File: config.mk
export PLATFORM = sky130hd
export DESIGN_NAME = adder_cla_pipe
export DESIGN_NICKNAME = d
export VERILOG_FILES = /design/src/rtl/adder_cla_pipe.sv
export SDC_FILE = /design/constraint.sdc
export NUM_CORES = 1
export LEC_CHECK = 0
export ABC_AREA = 1
export BUFFER_PORTS_ARGS = -buffer_cell sky130_fd_sc_hd__buf_2
export CAP_MARGIN = 10
export CORE_MARGIN = 3
export CORE_UTILIZATION = 50
export DETAILED_ROUTE_END_ITERATION = 10
export GPL_ROUTABILITY_DRIVEN = 0
export PLACE_DENSITY = 0.75
export SKIP_CTS_REPAIR_TIMING = 1
export SLEW_MARGIN = 20
export SYNTH_ARGS = -nofsm -noshare
export SYNTH_HDL_FRONTEND = slang
export SYNTH_SLANG_ARGS = --single-unit
File: constraint.sdc
create_clock -name i_clk -period 4.65 [get_ports i_clk]
set_input_delay 0.93 -clock i_clk [delete_from_list [all_inputs] [get_ports i_clk]]
set_output_delay 0.93 -clock i_clk [all_outputs]
set_load 0.01 [all_outputs]
File: src/rtl/adder_cla_pipe.sv
// Pipelined carry-lookahead adder/subtractor. The chain of 4-bit CLA groups is cut
// into N_STAGE register stages under one global stall (adv).
module adder_cla_pipe #(
   parameter int BW_DATA = 32,
   parameter int N_STAGE = 2
) (
   input  logic               i_clk,
   input  logic               i_rst,
   input  logic               i_valid,
   output logic               o_ready,
   input  logic [BW_DATA-1:0] i_a,
   input  logic [BW_DATA-1:0] i_b,
   input  logic               i_c,
   input  logic               i_sub,
   output logic               o_valid,
   input  logic               i_ready,
   output logic [BW_DATA-1:0] o_s,
   output logic               o_c,
   output logic               o_ovf
);

   localparam int GRP = BW_DATA / 4;
   localparam int GPS = GRP / N_STAGE;
   localparam int W   = 4 * GPS;

   // One 4-bit lookahead group: returns {carry_out, sum[3:0]}.
   function automatic logic [4:0] cla4(input logic [3:0] a, input logic [3:0] b, input logic ci);
      logic [3:0] g;
      logic [3:0] p;
      logic [4:0] c;
      g    = a & b;
      p    = a ^ b;
      c[0] = ci;
      c[1] = g[0] | (p[0] & ci);
      c[2] = g[1] | (p[1] & g[0]) | (p[1] & p[0] & ci);
      c[3] = g[2] | (p[2] & g[1]) | (p[2] & p[1] & g[0]) | (p[2] & p[1] & p[0] & ci);
      c[4] = g[3] | (p[3] & g[2]) | (p[3] & p[2] & g[1]) | (p[3] & p[2] & p[1] & g[0])
           | (p[3] & p[2] & p[1] & p[0] & ci);
      return {c[4], p ^ c[3:0]};
   endfunction

   logic               adv;
   logic               cmsb;
   logic [BW_DATA-1:0] b_op;
   logic               cin;

   assign b_op = i_sub ? ~i_b : i_b;
   assign cin  = i_sub | i_c;

   for (genvar k = 0; k < N_STAGE; k++) begin : g_stage
      localparam int REM = BW_DATA - k * W;

      logic [REM-1:0]       a_all;
      logic [REM-1:0]       b_all;
      logic                 carry;
      logic                 vld_src;
      logic [W-1:0]         s_cur;
      logic                 c_out;
      logic [(k+1)*W-1:0]   sum_nx;
      logic                 vld;
      logic                 cy;
      logic [(k+1)*W-1:0]   sum;

      if (k == 0) begin : g_src
         assign a_all   = i_a;
         assign b_all   = b_op;
         assign carry   = cin;
         assign vld_src = i_valid;
         assign sum_nx  = s_cur;
      end else begin : g_src
         assign a_all   = g_stage[k-1].g_rem.a_rem;
         assign b_all   = g_stage[k-1].g_rem.b_rem;
         assign carry   = g_stage[k-1].cy;
         assign vld_src = g_stage[k-1].vld;
         assign sum_nx  = {s_cur, g_stage[k-1].sum};
      end

      always_comb begin
         logic       c_run;
         logic [4:0] r;
         c_run = carry;
         r     = '0;
         s_cur = '0;
         for (int j = 0; j < GPS; j++) begin
            r                = cla4(a_all[4*j +: 4], b_all[4*j +: 4], c_run);
            s_cur[4*j +: 4]  = r[3:0];
            c_run            = r[4];
         end
         c_out = c_run;
      end

      always_ff @(posedge i_clk) begin
         if (i_rst) begin
            vld <= 1'b0;
            cy  <= 1'b0;
            sum <= '0;
         end else if (adv) begin
            vld <= vld_src;
            cy  <= c_out;
            sum <= sum_nx;
         end
      end

      if (k < N_STAGE - 1) begin : g_rem
         // Operand slices still waiting for a later stage.
         logic [REM-W-1:0] a_rem;
         logic [REM-W-1:0] b_rem;
         always_ff @(posedge i_clk) begin
            if (i_rst) begin
               a_rem <= '0;
               b_rem <= '0;
            end else if (adv) begin
               a_rem <= a_all[REM-1:W];
               b_rem <= b_all[REM-1:W];
            end
         end
      end else begin : g_last
         // Carry into the MSB recovered from sum ^ a ^ b at the top bit.
         always_ff @(posedge i_clk) begin
            if (i_rst)    cmsb <= 1'b0;
            else if (adv) cmsb <= a_all[W-1] ^ b_all[W-1] ^ s_cur[W-1];
         end
      end
   end

   assign o_valid = g_stage[N_STAGE-1].vld;
   assign o_c     = g_stage[N_STAGE-1].cy;
   assign o_s     = g_stage[N_STAGE-1].sum;
   assign o_ovf   = cmsb ^ o_c;
   assign adv     = ~o_valid | i_ready;
   assign o_ready = adv;

endmodule

==> results.md <==
- The count of cell types in the netlist is 35.
- For this block, the routed nets add up to roughly 10 mm of wire.
- The TritonCTS clock tree is built.
- The tree is rooted in a sky130_fd_sc_hd__clkbuf_8.
- The top fanout value on the critical path is 13.
- The total standard cell area after synthesis is between 4000 and 5000 µm².
- After the flow finishes, the layout carries non-filler instances totaling a little under 800.
- In this run, CTS created clock tree buffers numbering 9.
- The synthesized netlist devotes between 15 and 20% of its cell area to compound gates.
- The flip-flop and latch count after synthesis is 85.
- The maximum clock frequency is approximately 0.34 GHz.
- During placement, the flow inserted port buffers numbering 105.
- The tool flagged a number of max-cap violations equal to 0.
- The area of the die is roughly 10,000 µm².
- The slew at the pin closest to its max-slew limit is 0.9261 ns.
- For this configuration, the core starts out at a cell density of 52.36%.
- The initial antenna violation count came to 0.
- The tightest slew margin relative to the limit is a little under two fifths.
- Detailed placement finished with a half-perimeter wire length of approximately 7.5 mm.
- The count of pins over their slew limit is 0.
- After detailed routing, the number of remaining DRC violations is 0.
- The first routing iteration left 150 violations.
- The adder and majority cell fraction of the synthesized area is between 10% and 20%.
- Once routing completed, OpenROAD measured the worst setup slack at ~1.7 ns.
- The wire length per cell is ~13 µm.
- The filler cells instantiated in the layout total 811.
- The fraction of power spent switching nets is 30.60%.
- The final design instance area without fill is 5388 µm².
- The deepest level of the CTS H-tree is 3.
- The synthesized netlist devotes 8.696% of its cell area to XOR and XNOR gates.
- Setup violations remaining at the end of the flow were counted as 0.
- The critical path starts at i_sub.
- The routed layout has around 4,000 vias.
- After detailed routing, the number of vias per cell comes to roughly 5.
- Data on the critical path is required at its endpoint by between 4 and 5 ns.
- The share of the Yosys chip area taken by registers is 36.73%.
- The net switching power is approximately 0.56 mW.
- The overall fraction of global-route tracks in use is approximately a fifth.
- The standard cell core area is 8848 µm².
- The launching element type of the critical path is an input port.
- The worst-case hold slack is roughly 0.46 ns.
- Cells fill between 60% and 70% of the core in the end.
- In this run the core area contains 34 standard-cell rows.
- The setup path with the least slack is of type input port to flop.
- The antenna diode count is 0.
- The overall die width is ~100 µm.
- The first-pass iteration count of the detailed router is 5.
- The fraction of layout cells with a size suffix above 1 is 22.21%.
- In this run the power density over the cells is 341.1 nW/µm².
- The clock network accounts for roughly 27% of the total power.
- The maximum cell stage delay along the critical path is 0.39 ns.
- The net count after synthesis is about 700.
- The worst setup skew after layout is 0.01362 ns.
- The combinational share of power is 25.7%.
- The leakage power summed over all cells is about 2.8 nW.
- The minimum setup slack after placement is 1.368 ns.
- The number of sinks handled by clock tree synthesis is 85.
- In this run the critical register-to-register path is launched from g_stage[0].g_rem.a_rem[2]$_SDFFE_PP0P_.
- IR analysis of the VDD net gives a maximum drop of 0.0001612 V.
- Grouping stages by cell kind, the critical path spends the most delay in adder cells.
- The run finished with clean final reports.
- The largest family of logic cells by synthesized area is compound AO/OA/AOI/OAI gates.
- For the worst flop-to-flop path, the logic depth is 10.
- The clock latency reported for the late side of the worst-skew pair is roughly 0.35 ns.
- The via count of the first global-routing pass was 3,929.
- The number of buffers and inverters on the critical path is 2.
- Subtracting the final worst setup slack from the clock period gives between 2 and 3 ns.
- Adding up every negative setup slack in the final design gives 0 ns.
- The most critical setup path has its endpoint at g_stage[0].sum[13]$_SDFFE_PP0P_.
- The remaining antenna violation count is 0.
- The reg2reg setup slack is between 2 and 2.5 ns.
- In this run the critical register-to-register path is captured at o_s[24]$_SDFFE_PP0P_.
- The critical path data arrival time is around 3.1 ns.
- The CTS clock-pin slew for the worst setup and hold paths is about 0.080 ns.
- The library cell contributing the largest single delay on the critical path is sky130_fd_sc_hd__fa_1.
- Synthesis handed over a netlist of 588 instances.
- Averaged over all synthesized cells, the footprint is a little under 8 µm².
- The post-synthesis simple-gate area fraction is between 10% and 20%.
- Entering global routing, the biggest net connects 85 pins.
- The internal power is between 1 and 1.5 mW.
- STA classifies the critical path endpoint as a flop.
- The count of warnings emitted by yosys is 0.
- After global routing the overflow that remains totals 0.
- Of the post-synthesis cell area, the part taken by muxes is 0%.
- The placed instances occupy a cell area of 5206 µm².
- The number of cells on the worst hold path is 2.
- For this run, the post-layout net count is between 700 and 800.
- The overall power of the completed layout is 1.838 mW.
- The final critical-path share of the clock period is 62.77%.
- Measured along the y axis, the die boundary spans between 100 and 150 µm.
- In this run the worst hold path is classified as flop to flop.
- Setup repair after global routing left no endpoint under its margin.
- The synthesis-to-layout area growth is 16.28%.
- Sequential cells account for 46.8% of the total power.
- The number of cells on the critical path is 13.
- The number of placed instances, taps included is 774.
- Walking the worst path, the cells encountered are buf_2, xor2_1, ha_1, nand2_1, nor3b_1, nand3_1, nand2_2, nand2_1, nand2_2, inv_1, fa_1, xor2_1, a21oi_1.
- The largest buffer count on any clock path is 2.
- The number of ports placed on the die boundary is ~110.
- The global-route wire length before repair is approximately 17 mm.
- The count of endpoints failing hold in the final timing report is 0.
## cell families (layout without fill, tap and decap cells)
logic type | Yosys count | after routing
AND/OR/NAND/NOR | 171 | 171
adder cells (fa/ha/maj) | 40 | 40
buffers and inverters | 95 | 187
flip-flops | 85 | 85
XOR/XNOR | 46 | 46
AO/OA/AOI/OAI | 151 | 151
## Yosys cell counts
library cell               count  area (µm²)
sky130_fd_sc_hd__a21o_1        2       15.01
sky130_fd_sc_hd__xor2_1       22       192.7
sky130_fd_sc_hd__o21bai_1      9       67.56
sky130_fd_sc_hd__inv_2         5       18.77
sky130_fd_sc_hd__nor2_4        1       11.26
sky130_fd_sc_hd__nand3_2       3       30.03
sky130_fd_sc_hd__a31oi_1       1       6.260
sky130_fd_sc_hd__a21oi_2       4       35.03
sky130_fd_sc_hd__nor3_2        1       10.01
sky130_fd_sc_hd__inv_1        59       221.5
sky130_fd_sc_hd__nand2_2       8       50.05
sky130_fd_sc_hd__xnor2_1      24       210.2
sky130_fd_sc_hd__fa_1          8       160.2
sky130_fd_sc_hd__nor3b_1       1       7.510
sky130_fd_sc_hd__o21ai_0      80       400.4
sky130_fd_sc_hd__nor2_1       73       274.0
sky130_fd_sc_hd__nand3b_1      1       7.510
sky130_fd_sc_hd__and3_2        1       7.510
sky130_fd_sc_hd__or2_0         1       6.260
sky130_fd_sc_hd__or2_1         1       6.260
sky130_fd_sc_hd__nand2_4       4       45.04
sky130_fd_sc_hd__buf_2         5       25.02
sky130_fd_sc_hd__a21oi_1      51       255.2
sky130_fd_sc_hd__o211ai_1      2       15.01
sky130_fd_sc_hd__nand3_1      30       150.1
sky130_fd_sc_hd__nand2_1      40       150.1
sky130_fd_sc_hd__nor2_2        1       6.260
sky130_fd_sc_hd__buf_4         1       7.510
sky130_fd_sc_hd__nand4_1       3       18.77
sky130_fd_sc_hd__nor3_1        1       5.000
sky130_fd_sc_hd__and3_1        1       6.260
sky130_fd_sc_hd__clkbuf_1     25       93.84
sky130_fd_sc_hd__ha_1         32       400.4
sky130_fd_sc_hd__a211oi_1      2       15.01
sky130_fd_sc_hd__dfxtp_1      85        1702
## power groups by stage
stage / combinational (mW) / clock [mW] / sequential [mW]
after floorplan: 0.316 / 0 / 0.888
after global placement: 0.454 / 0 / 0.874
final: 0.473 / 0.504 / 0.861
after detailed placement: 0.473 / 0 / 0.877
after global routing: 0.537 / 0.542 / 0.871
after CTS: 0.477 / 0.512 / 0.861
## placed cells by master (no fill, tap or decap), types with 2 or more instances in the layout
| cell | n |
|---|---|
| sky130_fd_sc_hd__ha_1 | 32 |
| sky130_fd_sc_hd__a21o_1 | 2 |
| sky130_fd_sc_hd__a211oi_1 | 2 |
| sky130_fd_sc_hd__inv_1 | 58 |
| sky130_fd_sc_hd__nand2_2 | 8 |
| sky130_fd_sc_hd__fa_1 | 8 |
| sky130_fd_sc_hd__nand3_1 | 30 |
| sky130_fd_sc_hd__nor2_4 | 2 |
| sky130_fd_sc_hd__nand2_4 | 4 |
| sky130_fd_sc_hd__clkinv_2 | 3 |
| sky130_fd_sc_hd__nand3_2 | 3 |
| sky130_fd_sc_hd__o21ai_0 | 80 |
| sky130_fd_sc_hd__buf_2 | 105 |
| sky130_fd_sc_hd__clkbuf_1 | 2 |
| sky130_fd_sc_hd__a21oi_1 | 51 |
| sky130_fd_sc_hd__dfxtp_1 | 85 |
| sky130_fd_sc_hd__xnor2_1 | 24 |
| sky130_fd_sc_hd__inv_2 | 4 |
| sky130_fd_sc_hd__nand2_1 | 40 |
| sky130_fd_sc_hd__o21bai_1 | 9 |
| sky130_fd_sc_hd__buf_4 | 4 |
| sky130_fd_sc_hd__nand4_1 | 3 |
| sky130_fd_sc_hd__xor2_1 | 22 |
| sky130_fd_sc_hd__clkbuf_8 | 10 |
| sky130_fd_sc_hd__nor2_1 | 72 |
| sky130_fd_sc_hd__o211ai_1 | 2 |
| sky130_fd_sc_hd__a21oi_2 | 4 |
## per-layer routing
metal	wire [µm]	vias to the layer above	GRT usage (%)
li1	-	2097	-
met1	4595	1852	24.26
met2	5236	86	35.88
met3	392	12	4.164
met4	139	0	4.945
met5	0	-	0
## registers in the layout, indices dropped and copies added, names as in the netlist, 16 cells and up
name / count
g_stage.g_rem.b_rem: 16
g_stage.sum: 16
o_s: 32
g_stage.g_rem.a_rem: 16
## worst register-to-register path, stage by stage (launching register included)
cell and delay, ns:
sky130_fd_sc_hd__dfxtp_1 0.33, sky130_fd_sc_hd__ha_1 0.34, sky130_fd_sc_hd__nand2_2 0.12, sky130_fd_sc_hd__nor2_1 0.06
sky130_fd_sc_hd__nor2_2 0.09, sky130_fd_sc_hd__nand3_2 0.14, sky130_fd_sc_hd__nand2_2 0.11, sky130_fd_sc_hd__nand2_4 0.07
sky130_fd_sc_hd__fa_1 0.42, sky130_fd_sc_hd__o21ai_0 0.32, sky130_fd_sc_hd__nor2_1 0.07
## cell type report
type	instances	area (µm²)	share of cell area [%]
timing repair buffer	109	555.5	10.31
inverter	64	242.7	4.505
tap	108	135.1	2.508
clock inverter	2	35.03	0.6503
multi-input combinational	408	2572	47.75
clock buffer	12	145.1	2.694
sequential	85	1702	31.58
## how the worst min path moves through the flow
| stage | start | end | slack (ns) |
|---|---|---|---|
| floorplan | g_stage[0].vld$_SDFFE_PP0P_ | g_stage[0].vld$_SDFFE_PP0P_ | 0.43 |
| global placement | g_stage[0].vld$_SDFFE_PP0P_ | g_stage[0].vld$_SDFFE_PP0P_ | 0.44 |
| detailed placement | g_stage[0].vld$_SDFFE_PP0P_ | g_stage[0].vld$_SDFFE_PP0P_ | 0.45 |
| CTS | g_stage[0].vld$_SDFFE_PP0P_ | g_stage[0].vld$_SDFFE_PP0P_ | 0.46 |
| global route | g_stage[0].vld$_SDFFE_PP0P_ | g_stage[0].vld$_SDFFE_PP0P_ | 0.49 |
| finish | g_stage[0].vld$_SDFFE_PP0P_ | g_stage[0].vld$_SDFFE_PP0P_ | 0.46 |
Power figures use the tool's default switching activity.
